<file path="src/rtl/fb_loader.sv">
`default_nettype none
// ============================================================================
// Module      : fb_loader
// Description : Write-side agent for the grey-level frame buffer. Converts a
//               raster-order pixel stream (x fastest) into column-major
//               frame buffer writes (address = x*IMG_H + y), and can fill the
//               whole buffer with a constant on a clear command.
// Revision    : 1.0 - initial release
// ============================================================================
module fb_loader #(
  parameter int IMG_W  = 80,
  parameter int IMG_H  = 80,
  parameter int ADDR_W = 13,
  parameter int DATA_W = 8
) (
  input  logic              clk,
  input  logic              rst,
  input  logic              start,
  input  logic              clear,
  input  logic [DATA_W-1:0] clear_value,
  input  logic [DATA_W-1:0] in_data,
  input  logic              in_valid,
  output logic              in_ready,
  output logic              we,
  output logic [ADDR_W-1:0] address,
  output logic [DATA_W-1:0] wr_data,
  output logic              busy,
  output logic              frame_done
);

  localparam int XW = (IMG_W > 1) ? $clog2(IMG_W) : 1;
  localparam int YW = (IMG_H > 1) ? $clog2(IMG_H) : 1;
  localparam logic [XW-1:0] X_LAST = XW'(IMG_W - 1);
  localparam logic [YW-1:0] Y_LAST = YW'(IMG_H - 1);

  typedef enum logic [1:0] {
    S_IDLE  = 2'd0,
    S_LOAD  = 2'd1,
    S_CLEAR = 2'd2,
    S_DONE  = 2'd3
  } state_t;

  state_t            state_q, state_d;
  logic [XW-1:0]     x_q, x_d;
  logic [YW-1:0]     y_q, y_d;
  logic [DATA_W-1:0] clear_val_q, clear_val_d;
  logic              we_q, we_d;
  logic [ADDR_W-1:0] address_q, address_d;
  logic [DATA_W-1:0] wr_data_q, wr_data_d;
  logic              frame_done_q, frame_done_d;

  logic              is_busy;
  logic              cmd;
  logic              last_pix;
  logic [ADDR_W-1:0] pix_addr;

  assign is_busy  = (state_q == S_LOAD) || (state_q == S_CLEAR);
  assign cmd      = start || clear;
  assign last_pix = (x_q == X_LAST) && (y_q == Y_LAST);
  // Column-major mapping: each column of IMG_H pixels is contiguous.
  assign pix_addr = ADDR_W'(x_q) * ADDR_W'(IMG_H) + ADDR_W'(y_q);

  // A command arriving while busy aborts the frame, so the beat on that
  // cycle is refused rather than written into the restarted frame.
  assign in_ready   = (state_q == S_LOAD) && !cmd;
  assign busy       = is_busy;
  assign we         = we_q;
  assign address    = address_q;
  assign wr_data    = wr_data_q;
  assign frame_done = frame_done_q;

  // Next-state, raster position and one-cycle-delayed write port.
  always_comb begin
    state_d      = state_q;
    x_d          = x_q;
    y_d          = y_q;
    clear_val_d  = clear_val_q;
    we_d         = 1'b0;
    address_d    = address_q;
    wr_data_d    = wr_data_q;
    frame_done_d = 1'b0;

    if (state_q == S_DONE) begin
      state_d = S_IDLE;
    end else if (clear) begin
      state_d     = S_CLEAR;
      clear_val_d = clear_value;
      x_d         = '0;
      y_d         = '0;
    end else if (start) begin
      state_d = S_LOAD;
      x_d     = '0;
      y_d     = '0;
    end else if ((state_q == S_LOAD && in_valid) || state_q == S_CLEAR) begin
      we_d      = 1'b1;
      address_d = pix_addr;
      wr_data_d = (state_q == S_LOAD) ? in_data : clear_val_q;
      if (last_pix) begin
        state_d      = S_DONE;
        frame_done_d = 1'b1;
        x_d          = '0;
        y_d          = '0;
      end else if (x_q == X_LAST) begin
        x_d = '0;
        y_d = y_q + 1'b1;
      end else begin
        x_d = x_q + 1'b1;
      end
    end
  end

  // State and output registers; reset is immediate, even mid-frame.
  always_ff @(posedge clk or posedge rst) begin
    if (rst) begin
      state_q      <= S_IDLE;
      x_q          <= '0;
      y_q          <= '0;
      clear_val_q  <= '0;
      we_q         <= 1'b0;
      address_q    <= '0;
      wr_data_q    <= '0;
      frame_done_q <= 1'b0;
    end else begin
      state_q      <= state_d;
      x_q          <= x_d;
      y_q          <= y_d;
      clear_val_q  <= clear_val_d;
      we_q         <= we_d;
      address_q    <= address_d;
      wr_data_q    <= wr_data_d;
      frame_done_q <= frame_done_d;
    end
  end

endmodule
`default_nettype wire

</file>
<file path="config.mk">
export PLATFORM = sky130hd
export DESIGN_NAME = fb_loader
export DESIGN_NICKNAME = d
export VERILOG_FILES = /design/src/rtl/fb_loader.sv
export SDC_FILE = /design/constraint.sdc
export NUM_CORES = 1
export LEC_CHECK = 0
export BUFFER_PORTS_ARGS = -buffer_cell sky130_fd_sc_hd__buf_4
export CAP_MARGIN = 20
export CORE_ASPECT_RATIO = 0.9
export CORE_MARGIN = 4
export CORE_UTILIZATION = 57
export DETAILED_ROUTE_END_ITERATION = 10
export GPL_ROUTABILITY_DRIVEN = 0
export PLACE_DENSITY = 0.81
export SETUP_SLACK_MARGIN = 0.2
export SLEW_MARGIN = 20
export SYNTH_ARGS = -nofsm -noshare
export SYNTH_HDL_FRONTEND = slang
export SYNTH_SLANG_ARGS = --single-unit
</file>
<file path="constraint.sdc">
create_clock -name clk -period 4.05 [get_ports clk]
set_clock_uncertainty 0.1 [all_clocks]
set_input_delay 0 -clock clk [delete_from_list [all_inputs] [get_ports clk]]
set_output_delay 0 -clock clk [all_outputs]
set_load 0.02 [all_outputs]
</file>
==> flow_summary.toml <==
[die]
fp.dieH_um = 71.1
design.die.area_sq_mm = 0.00555
rows = 22
die_w_um = 78.1
start_util_pct = 60.2
coreArea_sq_mm = 0.00418
io-pin-count = 46

[worst_hold_path]
min-delay-path-class = "input port to flip-flop"
whs_path_depth = 5
worstHoldStart = "in_valid"
whs_endpoint = "x_q[1]$_DFFE_PP0P_"

[status]
status = "finished clean"

[placement]
place_ws_ns = 1.33
numPortBuffers = 45
dpl.hpwl_um = 3870
placed_area_sq_mm = 0.00291

[worst_setup_path]
r2r-start = "state_q[1]$_DFFE_PP0P_"
timing.rr.end = "address[12]$_DFFE_PP0P_"
cp.required_ns = 4.19
cp_max_fo = 39
setup.worst_path.end_class = "flip-flop"
worstPathArrival_ns = 2.94
crit_type = "flip-flop to flip-flop"
path_cells = "inv_1 -> ha_1 -> a21oi_1 -> or3_4 -> or4_1 -> a32o_1 -> nand3_1"
r2r_slack_ns = 1.26
crit_slowest_cell = "ha_1"
critPathLaunchType = "flip-flop"
critPathMaxStageDelay_ns = 0.55
startpoint = "state_q[1]$_DFFE_PP0P_"
worstRegToRegCells = 7

[detailed_routing]
dr_wl_met3_um = 306
routed_wl_um = 5750
top_layer = "met4"
met2_wirelength_um = 2710
first_iter_violations = 225
dr.pass1.iters = 4
wl_met1_um = 2620
drc = 0
avgViaCountPerCell = 5.40
routedWlPerCell_um = 15.3
ant_nets = 0
vias = 2024

[synthesis]
yosys_warnings = 0
synth_cell_types = 44
ys_seq_elements = 47
synth.top_cell.area_share_pct = 46.7
ys_top_cells_by_area = "dfrtp_1, ha_1, nand2_1"
ys_seq_area_share_pct = 46.7
syn-cell-area_sq_mm = 0.00252
synthFlopType = "dfrtp_1"
yosys-top-cells-count = "dfrtp_1, nand2_1, o21ai_0"
syn_inst = 249
yosysMostFrequentCell = "dfrtp_1"
avgSynthCellArea_sq_um = 10.1
async_reset_ff_share_pct = 100
synth-edff-count = 0
synth_area_leader_cell = "dfrtp_1"
synthesis.nets = 290

[cells_and_area]
syn2layout_area_growth_pct = 27.0
antenna_cells = 0
final_cell_area_sq_mm = 0.00320
nFillCells = 305
fin_nets = 355
drive_above_1_share_pct = 21.9

[timing]
timing.slew.headroom_pct = 36.0
rsz0062_at_grt = "no"
setup_ws_ns = 1.26
finalCritPeriodShare_pct = 69.0
fin_hold_ws_ns = 0.193
tightestPinTransition_ns = 0.959
setup_viol = 0
slew_violations = 0
finalSetupTns_ns = 0
finalHoldViolCount = 0
post-route-min-period_ns = 2.79
timing.fmax_mhz = 358

[grt]
grt.overflow.total = 0
grt_pass1_vias = 1991
grt_max_degree = 48
grt_usage_pct = 21.9
antenna_found_initial = 0
grt_pass1_wl_um = 9570

[run]
maxCapViolations = 0

[clocking]
post_cts_buffers = 0
ctsHoldBuffers = 20
cts_tree = "done"
cts_made_buffers = 5
clk_path_buf_depth = 2
cts_sinks = 47
clock_latency_ns = 0.31
clkSlewWorstSetupHoldPaths_ns = 0.09
root_buffer = "clkbuf_8"
htree_levels = 2
cts_resized = 0

[power_and_ir_drop]
peakVddDrop_mv = 0.273
power.leakage_nw = 1.58
power_density_mw_per_mm2 = 370
## metal layers
| metal | vias up | track usage, % |
|---|---|---|
| met4 | 0 | 7.57 |
| met2 | 67 | 35.6 |
| met1 | 951 | 29.8 |
| li1 | 995 | - |
| met3 | 11 | 4.07 |
| met5 | - | 0 |
## power by group
group / switching (W) / internal (W)
Clock: 0.000169 / 0.000124
Sequential: 0.0000446 / 0.000532
Combinational: 0.000175 / 0.000140
## placed cells by master, fill, tap and decap left out, types with 2 or more instances in the layout
master / synthesis / layout
mux2_2: 8 / 8
nand2b_1: 4 / 4
clkbuf_8: 0 / 5
nor2_1: 13 / 13
ha_1: 18 / 18
dlygate4sd3_1: 0 / 20
nand4_1: 3 / 3
nand3_1: 6 / 6
a21oi_1: 8 / 8
nor3_1: 2 / 2
and3_1: 2 / 2
dfrtp_1: 47 / 47
nor4_1: 2 / 2
o21ai_0: 23 / 23
mux2i_1: 8 / 8
fa_1: 2 / 2
inv_1: 7 / 6
xnor2_1: 9 / 9
or2_2: 2 / 2
nor2b_1: 2 / 2
a21o_1: 4 / 4
xor2_1: 6 / 6
nand2_1: 41 / 41
clkinv_4: 0 / 2
buf_4: 1 / 46
and2_1: 4 / 4
## stage by stage
stage / utilization, % / cells / total power, W
after floorplan: - / 249 / 0.000749
after global placement: 69.5 / 347 / 0.000866
after detailed placement: 69.5 / 347 / 0.000879
after CTS: 76.5 / 375 / 0.00118
after global routing: 76.5 / 375 / 0.00125
final: 76.5 / 375 / 0.00118
## worst max path at each step
| stage | endpoint | slack [ns] | cells after the start |
|---|---|---|---|
| 2_1_floorplan | address[11]$_DFFE_PP0P_ | 1.64 | 8 |
| 3_3_place_gp | address[12]$_DFFE_PP0P_ | 1.40 | 7 |
| 3_5_place_dp | address[12]$_DFFE_PP0P_ | 1.33 | 7 |
| 4_1_cts | address[12]$_DFFE_PP0P_ | 1.28 | 7 |
| 5_1_grt | address[12]$_DFFE_PP0P_ | 1.11 | 7 |
| 6_report | address[12]$_DFFE_PP0P_ | 1.26 | 7 |
## registers in the layout, summed over array words and instances (netlist names)
| signal | cells |
|---|---|
| address | 13 |
| clear_val_q | 8 |
| wr_data | 8 |
| x_q | 7 |
| y_q | 7 |
| state_q | 2 |
| frame_done | 1 |
| we | 1 |
## critical path: cells and delay by family, from the launching register on
family / cells / cell delay (ns)
flip-flops: 1 / 0.41
buffers and inverters: 1 / 0.08
AO/OA/AOI/OAI: 2 / 0.44
adder cells (fa/ha/maj): 1 / 0.55
AND/OR/NAND/NOR: 3 / 1.15
## kinds of logic after synthesis
| logic type | Yosys count | share of synthesized area [%] |
|---|---|---|
| compound gates | 46 | 11.2 |
| xor+xnor | 15 | 5.21 |
| fa+ha+maj | 20 | 10.5 |
| buf+inv | 16 | 2.53 |
| flops | 47 | 46.7 |
| mux | 16 | 6.75 |
| simple gates | 89 | 17.1 |
## final cells by class
type	instances	area (sq um)	area share, %
inverters	8	30.0	0.938
well taps	60	75.1	2.35
multi-input cells	186	1280	40.0
flip-flops and latches	47	1180	36.7
repair buffers	66	546	17.0
clock buffers	5	68.8	2.15
clock inverters	3	25.0	0.782
Note: power is estimated with default switching activity, not from simulation.
